File: src/rtl/dmem_arbiter_if.sv
// Signal bundle between the two requesters, the arbiter and the data memory.
// The slave view belongs to the arbiter. The master view belongs to the requesters and the memory.
interface dmem_arbiter_if #(
  parameter int DM_ADDRESS = 9,
  parameter int DATA_W     = 32
);
  logic                  p0_req;
  logic                  p0_we;
  logic [DM_ADDRESS-1:0] p0_addr;
  logic [DATA_W-1:0]     p0_wdata;
  logic [2:0]            p0_funct3;
  logic                  p0_gnt;
  logic                  p0_rvalid;
  logic [DATA_W-1:0]     p0_rdata;

  logic                  p1_req;
  logic                  p1_we;
  logic [DM_ADDRESS-1:0] p1_addr;
  logic [DATA_W-1:0]     p1_wdata;
  logic [2:0]            p1_funct3;
  logic                  p1_lock;
  logic                  p1_gnt;
  logic                  p1_rvalid;
  logic [DATA_W-1:0]     p1_rdata;

  logic                  dm_MemRead;
  logic                  dm_MemWrite;
  logic [DM_ADDRESS-1:0] dm_a;
  logic [DATA_W-1:0]     dm_wd;
  logic [2:0]            dm_Funct3;
  logic [DATA_W-1:0]     dm_rd;

  modport slave (
    input  p0_req, p0_we, p0_addr, p0_wdata, p0_funct3,
    input  p1_req, p1_we, p1_addr, p1_wdata, p1_funct3, p1_lock,
    input  dm_rd,
    output p0_gnt, p0_rvalid, p0_rdata,
    output p1_gnt, p1_rvalid, p1_rdata,
    output dm_MemRead, dm_MemWrite, dm_a, dm_wd, dm_Funct3
  );

  modport master (
    output p0_req, p0_we, p0_addr, p0_wdata, p0_funct3,
    output p1_req, p1_we, p1_addr, p1_wdata, p1_funct3, p1_lock,
    output dm_rd,
    input  p0_gnt, p0_rvalid, p0_rdata,
    input  p1_gnt, p1_rvalid, p1_rdata,
    input  dm_MemRead, dm_MemWrite, dm_a, dm_wd, dm_Funct3
  );
endinterface

File: src/rtl/dmem_arbiter.sv
// Data-memory port arbiter. Port 0 (MEM stage) has fixed priority.
// Port 1 (debug/loader) has a starvation guard and a lock mode for atomic sequences.
module dmem_arbiter #(
  parameter int DM_ADDRESS   = 9,
  parameter int DATA_W       = 32,
  parameter int STARVE_LIMIT = 4
) (
  input logic           clk,
  input logic           reset,
  dmem_arbiter_if.slave bus
);
  localparam int CW = $clog2(STARVE_LIMIT + 1);
  localparam logic [CW-1:0] LIMIT_C = CW'(STARVE_LIMIT);

  typedef enum logic [0:0] {ARB = 1'b0, LOCK1 = 1'b1} state_t;

  state_t                state_r;
  state_t                state_s;
  logic [CW-1:0]         wait_cnt_r;
  logic                  p0_gnt_s;
  logic                  p1_gnt_s;
  logic                  dm_read_s;
  logic                  dm_write_s;
  logic [DM_ADDRESS-1:0] dm_a_s;
  logic [DATA_W-1:0]     dm_wd_s;
  logic [2:0]            dm_funct3_s;
  logic                  p0_rvalid_r;
  logic                  p1_rvalid_r;
  logic [DATA_W-1:0]     p0_rdata_r;
  logic [DATA_W-1:0]     p1_rdata_r;

  // State register
  always_ff @(posedge clk or posedge reset) begin
    if (reset) begin
      state_r <= ARB;
    end else begin
      state_r <= state_s;
    end
  end

  // Next-state logic. Lock is entered only on an actual port-1 grant and is held while p1_lock stays high.
  always_comb begin
    state_s = state_r;
    case (state_r)
      ARB: begin
        if (p1_gnt_s && bus.p1_lock) state_s = LOCK1;
        else                         state_s = ARB;
      end
      LOCK1: begin
        if (!bus.p1_lock) state_s = ARB;
        else              state_s = LOCK1;
      end
      default: state_s = ARB;
    endcase
  end

  // Grant outputs. In LOCK1 port 0 is stalled even when port 1 leaves the memory idle.
  always_comb begin
    p0_gnt_s = 1'b0;
    p1_gnt_s = 1'b0;
    case (state_r)
      ARB: begin
        if (bus.p1_req && (!bus.p0_req || (wait_cnt_r == LIMIT_C))) begin
          p1_gnt_s = 1'b1;
        end else if (bus.p0_req) begin
          p0_gnt_s = 1'b1;
        end else begin
          p0_gnt_s = 1'b0;
          p1_gnt_s = 1'b0;
        end
      end
      LOCK1: begin
        p1_gnt_s = bus.p1_req;
      end
      default: begin
        p0_gnt_s = 1'b0;
        p1_gnt_s = 1'b0;
      end
    endcase
  end

  // Memory-side mux from the winning port; all-zero when idle
  always_comb begin
    dm_read_s   = 1'b0;
    dm_write_s  = 1'b0;
    dm_a_s      = '0;
    dm_wd_s     = '0;
    dm_funct3_s = 3'd0;
    if (p1_gnt_s) begin
      dm_read_s   = ~bus.p1_we;
      dm_write_s  = bus.p1_we;
      dm_a_s      = bus.p1_addr;
      dm_wd_s     = bus.p1_wdata;
      dm_funct3_s = bus.p1_funct3;
    end else if (p0_gnt_s) begin
      dm_read_s   = ~bus.p0_we;
      dm_write_s  = bus.p0_we;
      dm_a_s      = bus.p0_addr;
      dm_wd_s     = bus.p0_wdata;
      dm_funct3_s = bus.p0_funct3;
    end else begin
      dm_read_s   = 1'b0;
      dm_write_s  = 1'b0;
    end
  end

  // Starvation counter: counts denied port-1 request cycles and saturates at the limit
  always_ff @(posedge clk or posedge reset) begin
    if (reset) begin
      wait_cnt_r <= '0;
    end else if (!bus.p1_req || p1_gnt_s) begin
      wait_cnt_r <= '0;
    end else if (wait_cnt_r != LIMIT_C) begin
      wait_cnt_r <= wait_cnt_r + {{(CW-1){1'b0}}, 1'b1};
    end else begin
      wait_cnt_r <= wait_cnt_r;
    end
  end

  // Load responses: capture dm_rd at the end of the grant cycle and pulse rvalid for one cycle
  always_ff @(posedge clk or posedge reset) begin
    if (reset) begin
      p0_rvalid_r <= 1'b0;
      p1_rvalid_r <= 1'b0;
      p0_rdata_r  <= '0;
      p1_rdata_r  <= '0;
    end else begin
      p0_rvalid_r <= p0_gnt_s & ~bus.p0_we;
      p1_rvalid_r <= p1_gnt_s & ~bus.p1_we;
      if (p0_gnt_s && !bus.p0_we) p0_rdata_r <= bus.dm_rd;
      else                        p0_rdata_r <= p0_rdata_r;
      if (p1_gnt_s && !bus.p1_we) p1_rdata_r <= bus.dm_rd;
      else                        p1_rdata_r <= p1_rdata_r;
    end
  end

  assign bus.p0_gnt      = p0_gnt_s;
  assign bus.p1_gnt      = p1_gnt_s;
  assign bus.p0_rvalid   = p0_rvalid_r;
  assign bus.p1_rvalid   = p1_rvalid_r;
  assign bus.p0_rdata    = p0_rdata_r;
  assign bus.p1_rdata    = p1_rdata_r;
  assign bus.dm_MemRead  = dm_read_s;
  assign bus.dm_MemWrite = dm_write_s;
  assign bus.dm_a        = dm_a_s;
  assign bus.dm_wd       = dm_wd_s;
  assign bus.dm_Funct3   = dm_funct3_s;
endmodule

File: src/flat_wrapper.sv
// flat-port wrapper written by rule: the top's interface ports become plain ports
module dmem_arbiter_flat 
#(
  parameter int DM_ADDRESS   = 9,
  parameter int DATA_W       = 32,
  parameter int STARVE_LIMIT = 4
)
  (clk, reset, bus_p0_req, bus_p0_we, bus_p0_addr, bus_p0_wdata, bus_p0_funct3, bus_p1_req, bus_p1_we, bus_p1_addr, bus_p1_wdata, bus_p1_funct3, bus_p1_lock, bus_dm_rd, bus_p0_gnt, bus_p0_rvalid, bus_p0_rdata, bus_p1_gnt, bus_p1_rvalid, bus_p1_rdata, bus_dm_MemRead, bus_dm_MemWrite, bus_dm_a, bus_dm_wd, bus_dm_Funct3);
  dmem_arbiter_if #(.DM_ADDRESS(DM_ADDRESS), .DATA_W(DATA_W)) bus_i ();
  input logic clk;
  input logic reset;
  input wire logic [$bits(bus_i.p0_req)-1:0] bus_p0_req;
  input wire logic [$bits(bus_i.p0_we)-1:0] bus_p0_we;
  input wire logic [$bits(bus_i.p0_addr)-1:0] bus_p0_addr;
  input wire logic [$bits(bus_i.p0_wdata)-1:0] bus_p0_wdata;
  input wire logic [$bits(bus_i.p0_funct3)-1:0] bus_p0_funct3;
  input wire logic [$bits(bus_i.p1_req)-1:0] bus_p1_req;
  input wire logic [$bits(bus_i.p1_we)-1:0] bus_p1_we;
  input wire logic [$bits(bus_i.p1_addr)-1:0] bus_p1_addr;
  input wire logic [$bits(bus_i.p1_wdata)-1:0] bus_p1_wdata;
  input wire logic [$bits(bus_i.p1_funct3)-1:0] bus_p1_funct3;
  input wire logic [$bits(bus_i.p1_lock)-1:0] bus_p1_lock;
  input wire logic [$bits(bus_i.dm_rd)-1:0] bus_dm_rd;
  output wire logic [$bits(bus_i.p0_gnt)-1:0] bus_p0_gnt;
  output wire logic [$bits(bus_i.p0_rvalid)-1:0] bus_p0_rvalid;
  output wire logic [$bits(bus_i.p0_rdata)-1:0] bus_p0_rdata;
  output wire logic [$bits(bus_i.p1_gnt)-1:0] bus_p1_gnt;
  output wire logic [$bits(bus_i.p1_rvalid)-1:0] bus_p1_rvalid;
  output wire logic [$bits(bus_i.p1_rdata)-1:0] bus_p1_rdata;
  output wire logic [$bits(bus_i.dm_MemRead)-1:0] bus_dm_MemRead;
  output wire logic [$bits(bus_i.dm_MemWrite)-1:0] bus_dm_MemWrite;
  output wire logic [$bits(bus_i.dm_a)-1:0] bus_dm_a;
  output wire logic [$bits(bus_i.dm_wd)-1:0] bus_dm_wd;
  output wire logic [$bits(bus_i.dm_Funct3)-1:0] bus_dm_Funct3;
  assign bus_i.p0_req = bus_p0_req;
  assign bus_i.p0_we = bus_p0_we;
  assign bus_i.p0_addr = bus_p0_addr;
  assign bus_i.p0_wdata = bus_p0_wdata;
  assign bus_i.p0_funct3 = bus_p0_funct3;
  assign bus_i.p1_req = bus_p1_req;
  assign bus_i.p1_we = bus_p1_we;
  assign bus_i.p1_addr = bus_p1_addr;
  assign bus_i.p1_wdata = bus_p1_wdata;
  assign bus_i.p1_funct3 = bus_p1_funct3;
  assign bus_i.p1_lock = bus_p1_lock;
  assign bus_i.dm_rd = bus_dm_rd;
  assign bus_p0_gnt = bus_i.p0_gnt;
  assign bus_p0_rvalid = bus_i.p0_rvalid;
  assign bus_p0_rdata = bus_i.p0_rdata;
  assign bus_p1_gnt = bus_i.p1_gnt;
  assign bus_p1_rvalid = bus_i.p1_rvalid;
  assign bus_p1_rdata = bus_i.p1_rdata;
  assign bus_dm_MemRead = bus_i.dm_MemRead;
  assign bus_dm_MemWrite = bus_i.dm_MemWrite;
  assign bus_dm_a = bus_i.dm_a;
  assign bus_dm_wd = bus_i.dm_wd;
  assign bus_dm_Funct3 = bus_i.dm_Funct3;
  dmem_arbiter #(.DM_ADDRESS(DM_ADDRESS), .DATA_W(DATA_W), .STARVE_LIMIT(STARVE_LIMIT)) u_core (.clk(clk), .reset(reset), .bus(bus_i));
endmodule
File: config.mk
export PLATFORM = sky130hd
export DESIGN_NAME = dmem_arbiter_flat
export DESIGN_NICKNAME = d
export VERILOG_FILES = /design/src/rtl/dmem_arbiter_if.sv /design/src/rtl/dmem_arbiter.sv /design/src/flat_wrapper.sv
export SDC_FILE = /design/constraint.sdc
export NUM_CORES = 1
export LEC_CHECK = 0
export BUFFER_PORTS_ARGS = -buffer_cell sky130_fd_sc_hd__buf_4
export CAP_MARGIN = 15
export CELL_PAD_IN_SITES_DETAIL_PLACEMENT = 0
export CELL_PAD_IN_SITES_GLOBAL_PLACEMENT = 1
export CORE_ASPECT_RATIO = 1.1
export CORE_UTILIZATION = 27
export CTS_CLUSTER_SIZE = 25
export DETAILED_ROUTE_END_ITERATION = 10
export HOLD_SLACK_MARGIN = 0.12
export PLACE_DENSITY_LB_ADDON = 0.1
export SLEW_MARGIN = 20
export SYNTH_ARGS = -nofsm -noshare
export SYNTH_HDL_FRONTEND = slang
export SYNTH_SLANG_ARGS = --single-unit
export TNS_END_PERCENT = 10
File: constraint.sdc
create_clock -name clk -period 2 [get_ports clk]
set_clock_uncertainty 0.1 [all_clocks]
set_input_delay 0.3 -clock clk [delete_from_list [all_inputs] [get_ports clk]]
set_output_delay 0.3 -clock clk [all_outputs]
set_load 0.05 [all_outputs]
==> results of run 1 <==
cells in the mapped netlist (2+ instances only):
master   count  share of area [%]
buf_2        4               0.61
mux2_2      46                 16
ha_1         2               0.76
mux2_4      16                7.3
a22o_1      45                 12
mux2_1       2               0.69
buf_12       2                1.2
inv_1        3               0.34
dfrtp_1     70                 53
buf_6        7                2.4
nor2_1       2               0.23
timing repair:
| action | 4_1_cts | 5_1_grt |
|---|---|---|
| endpoints found under the setup margin | 48 | 63 |
| buffers inserted | 2 | 0 |
| resized for setup | 48 | 10 |
| endpoints found under the hold margin | 85 | 0 |
| hold buffers | 34 | 0 |
| pin swaps | 1 | 6 |
| cloned | 1 | 0 |
area by class of cell:
cell class	instances	area share, %
repair buffers	288	40.5
flip-flops and latches	70	28.3
multi-input cells	129	22.5
clock buffers	10	3.86
well taps	150	3.03
clock inverters	6	1.49
inverters	4	0.384
diodes	1	0.0404
power by group through the flow:
stage | combinational, W | sequential [W] | clock, W
after floorplan | 0.000798 | 0.00272 | 0
after global placement | 0.00255 | 0.00183 | 0
after detailed placement | 0.00256 | 0.00183 | 0
after CTS | 0.00270 | 0.00182 | 0.00180
after global routing | 0.00279 | 0.00185 | 0.00186
final | 0.00269 | 0.00181 | 0.00176
registers in the layout, summed over array words and instances, names as in the netlist:
| register | cells |
|---|---|
| u_core.bus.p1_rdata | 32 |
| u_core.bus.p1_rvalid | 1 |
| u_core.state_r | 1 |
| u_core.bus.p0_rvalid | 1 |
| u_core.wait_cnt_r | 3 |
| u_core.bus.p0_rdata | 32 |
cells by family after synthesis:
family                   count (synthesis)  share of synthesized area [%]
multiplexers                            65                           24.1
buffers and inverters                   18                           5.07
AND/OR/NAND/NOR                         13                           3.09
AO/OA/AOI/OAI                           49                           13.5
adder cells (fa/ha/maj)                  2                          0.763
flip-flops                              70                           53.4
layout by cell type (no fill, tap or decap), types with 2 or more instances in the layout:
cell type      instances
dlygate4sd3_1         34
buf_12                 4
dfrtp_1               70
a22o_2                 9
buf_6                 49
mux2_4                16
nor2_1                 2
mux2_2                46
buf_4                199
clkbuf_16              9
inv_2                  2
mux2_1                 2
inv_6                  3
bufinv_16              2
nand2_4                2
a22o_1                36
clkinvlp_4             3
per-layer routing:
metal / vias up / routed length, µm / part of all wire [%] / global-route usage, %
met4: 0 / 112 / 0.99 / 5.91
met2: 143 / 6120 / 54 / 33.7
met5: - / 0 / 0 / 0
met1: 1418 / 4060 / 36 / 17.9
met3: 10 / 1050 / 9.2 / 5.87
li1: 1381 / - / - / -
stage by stage:
stage | utilization (%) | power (W)
6_report | 53.2 | 0.00626
3_5_place_dp | 45.3 | 0.00439
5_1_grt | 53.2 | 0.00651
2_1_floorplan | - | 0.00352
4_1_cts | 52.9 | 0.00632
3_3_place_gp | 45.3 | 0.00438
worst reg2reg max path, stage by stage (launching register included):
cell     delay (ps)
dfrtp_1         400
inv_2            70
ha_4            150
nand2_4          60
buf_4           160
a21oi_4         150
buf_12          120
buf_6           190
mux2_2          370
worst max path at each step:
stage               slack, ps  cells after the start                                  end                        startpoint
floorplan                 -50                      6                          bus_dm_a[2]  u_core.wait_cnt_r[0]$_DFFE_PP0P_
global placement           60                      7  u_core.bus.p1_rdata[19]$_DFFE_PP0P_  u_core.wait_cnt_r[0]$_DFFE_PP0P_
detailed placement         20                      7   u_core.bus.p1_rdata[9]$_DFFE_PP0P_  u_core.wait_cnt_r[0]$_DFFE_PP0P_
CTS                      -210                      7                          bus_dm_a[6]  u_core.wait_cnt_r[1]$_DFFE_PP0P_
global route             -280                      7                          bus_dm_a[8]  u_core.wait_cnt_r[0]$_DFFE_PP0P_
finish                   -200                      7                        bus_dm_wd[21]  u_core.wait_cnt_r[0]$_DFFE_PP0P_
==> metrics, run 1 <==
crit path kind flop to primary output; Most Frequent Cell on Critical Path buf_6; CP max FO 15; asr flop ratio synth 100%; chip height 118 µm; IO Port Bufs 240; Worst Hold Class input pin to flop; critical-path cell list inv_2 -> ha_4 -> nand2_4 -> a21boi_4 -> buf_6 -> a22o_1 -> buf_6; maximum clock frequency 454 MHz; syn_nets 346; R2R depth 8; max-slew violations 0; total global routing overflow 0; pre-CTS setup slack 20.1 ps; core area 0.0116 mm²; initial antenna violation count 1; Hold Path Origin bus_p1_req; Ports 241; worst vdd ir 625 µV; CTS H-tree lvls 3; DP Wirelength 8300 µm; Clock transition at path regs 60 ps; placed insts 604; CP delay by family, top buffers and inverters; Pleak 3.02 nW; Yosys Warn Count 0; Routed Antenna Nets 0; Die ar. 0.0126 mm²; post-route cell area 0.00620 mm²; #FFs+latches synth 70; Max-slew headroom 64.3%; sequential fraction of the synthesis area 53.4%; Area after DPL 0.00527 mm²; switching share of total power 38.7%; NetSw 0.00242 W; CP bufs+invs 3; non-filler cells, final 658; EDFF count, synth 0; cells after synthesis 217; vias in the first global route 3192; width of the die 107 µm; WHS 168 ps; Vias 2952; R2R Setup Slk 100 ps; CP startpoint kind flop; worst skew pair latency 330 ps; Clock Power Share 28.1%; Hold EP u_core.wait_cnt_r[2]$_DFFE_PP0P_; Hold Crit Depth 3; Syn-to-layout area delta 89.0%; Pint 0.00384 W; CTS tree done; drt via density 4.49; Row Count 41; fin nets 631; final setup margin -204 ps; Iter 0 DRT Violations 96; slowest CP cell dfrtp_1; fillers 1036; Synth Flop Type dfrtp_1; status finished with violations; CTS root buf clkbuf_16; final WL 11300 µm; Tcrit/Tclk final 110%; largest net degree at the start of global routing 29; Logic pwr share 43.0%; first-pass GRT wire length 16800 µm; Sequential Area 0.00175 mm²; Max Cap Viol 0; Required @ worst endpoint 1600 ps; WP data arrival 1800 ps; Critical Path Max Stage Delay 400 ps; share of layout cells above drive strength 1 69.8%; mean routed wirelength per cell 17.2 µm; post-synthesis cell type count 29; initial core utilization 28.2%; Reg power frac 29.0%; CTS Sinks 70; Hold Fails Final Rpt 0; GPL Wtd Cong 0.704; synthesized cell area 0.00328 mm²; endpoints failing setup 46; failing checks negative setup slack; syn avg cell area 15.1 µm²; CTS Buffer Depth 2; Final min period 2200 ps; Residual DRC 0; Worst Tran Pin Value 534 ps; drt pass-1 iters 4; CTS buffer count 9; PD cells 1010 mW/mm²; GRT Util Overall 17.8%; R2R Path End u_core.bus.p1_rdata[27]$_DFFE_PP0P_; unrepaired setup endpoints after global routing yes; crit path capture type primary output; FF-to-FF Start u_core.wait_cnt_r[0]$_DFFE_PP0P_; setup TNS -7250 ps; multi-input logic area 0.00139 mm²
Power figures use the tool's default switching activity.
==> run 2, diff against run 1 <==
--- a/config.mk
+++ b/config.mk
@@ -19,4 +19,4 @@
 export SYNTH_ARGS = -nofsm -noshare
 export SYNTH_HDL_FRONTEND = slang
 export SYNTH_SLANG_ARGS = --single-unit
-export TNS_END_PERCENT = 10
+export TNS_END_PERCENT = 1
==> metrics, run 2 (synthesis results as in run 1) <==
CTS Sinks 70; Max-slew headroom 71.8%; final setup margin -235 ps; Routed Antenna Nets 0; Max Cap Viol 0; DP Wirelength 8250 µm; WHS 178 ps; max-slew violations 0; GRT Util Overall 17.3%; worst vdd ir 770 µV; crit path kind flop to primary output; setup TNS -9820 ps; pre-CTS setup slack 45.9 ps; Tcrit/Tclk final 112%; Syn-to-layout area delta 86.6%; Hold Fails Final Rpt 0; Row Count 41; Die ar. 0.0126 mm²; CTS buffer count 9; initial core utilization 28.2%; width of the die 107 µm; Worst Tran Pin Value 422 ps; IO Port Bufs 240; PD cells 1000 mW/mm²; Residual DRC 0; worst skew pair latency 320 ps; failing checks negative setup slack; maximum clock frequency 447 MHz; GPL Wtd Cong 0.726; initial antenna violation count 0; CP startpoint kind flop; most frequent cells in the layout 197 x buf_4, 70 x dfrtp_1, 45 x mux2_2, 45 x buf_6, 36 x a22o_1; Worst Hold Class input pin to flop; final WL 10900 µm; crit path capture type primary output; status finished with violations; CTS Buffer Depth 2; chip height 118 µm; Ports 241; n_diodes 0; Pleak 2.98 nW; largest net degree at the start of global routing 55; CP max FO 46; endpoints failing setup 47; core area 0.0116 mm²; total global routing overflow 0; Required @ worst endpoint 1600 ps; unrepaired setup endpoints after global routing yes; drt via density 4.55; vias in the first global route 3093; share of layout cells above drive strength 1 68.9%; CTS root buf clkbuf_16; mean routed wirelength per cell 16.8 µm; fin nets 626; CTS tree done; commonest non-fill, non-tap cell in the layout buf_4; drt pass-1 iters 4; Vias 2969; Final min period 2230 ps; Iter 0 DRT Violations 110; PnR Total Power 0.00615 W; first-pass GRT wire length 16400 µm; WP data arrival 1830 ps; CTS H-tree lvls 3; Clock transition at path regs 60 ps
run 2: layout make-up:
| type | count | area [µm²] |
|---|---|---|
| Clock buffer | 10 | 229 |
| Clock inverter | 6 | 86.3 |
| Fill cell | 1015 | 5520 |
| Inverter | 4 | 23.8 |
| Multi-Input combinational cell | 129 | 1380 |
| Sequential cell | 70 | 1750 |
| Tap cell | 150 | 188 |
| Timing Repair Buffer | 283 | 2460 |
run 2: what timing repair did:
action / 4_1_cts / 5_1_grt
pin swaps: 12 / 16
gates cloned: 0 / 0
endpoints found under the setup margin: 48 / 51
hold endpoints to repair: 80 / 0
hold buffers: 34 / 0
buffers inserted: 0 / 0
resized for setup: 51 / 2
run 2: final timing paths:
kind	startpoint	end	slack, ps	cells after the start
worst max-delay path	u_core.wait_cnt_r[0]$_DFFE_PP0P_	bus_dm_wd[23]	-230	7
worst min-delay path	bus_p1_req	u_core.wait_cnt_r[2]$_DFFE_PP0P_	180	3
worst max register to register	u_core.wait_cnt_r[0]$_DFFE_PP0P_	u_core.bus.p1_rdata[12]$_DFFE_PP0P_	90	7
worst min register to register	u_core.wait_cnt_r[0]$_DFFE_PP0P_	u_core.wait_cnt_r[0]$_DFFE_PP0P_	370	1
max in group asynchronous	reset	u_core.bus.p1_rdata[29]$_DFFE_PP0P_	750	4
min in group asynchronous	reset	u_core.bus.p1_rdata[13]$_DFFE_PP0P_	430	3
run 2: routing by layer:
layer | wire length, µm | up-vias | global-route usage [%]
met2 | 5810 | 144 | 32.1
met1 | 4050 | 1434 | 18.2
li1 | - | 1377 | -
met3 | 872 | 14 | 5.04
met5 | 0 | - | 0
met4 | 194 | 0 | 5.99
run 2: per-stage QoR:
stage,std cells,util [%],area [µm²]
floorplan,217,-,3290
global placement,602,45.2,5270
detailed placement,602,45.2,5270
CTS,652,52.5,6110
global route,652,52.6,6120
finish,652,52.6,6120
run 2: power breakdown:
part	leakage [nW]	switching [W]	internal (W)
logic	2.00	0.00165	0.00102
registers	0.835	0.000141	0.00167
clock network	0.152	0.000575	0.00109
total	2.98	0.00236	0.00378
run 2: critical path, stage by stage (launching register included):
cell	delay (ps)
dfrtp_1	400
inv_1	70
ha_2	200
nand2_2	80
a21boi_4	150
buf_12	230
a22o_1	200
buf_6	160
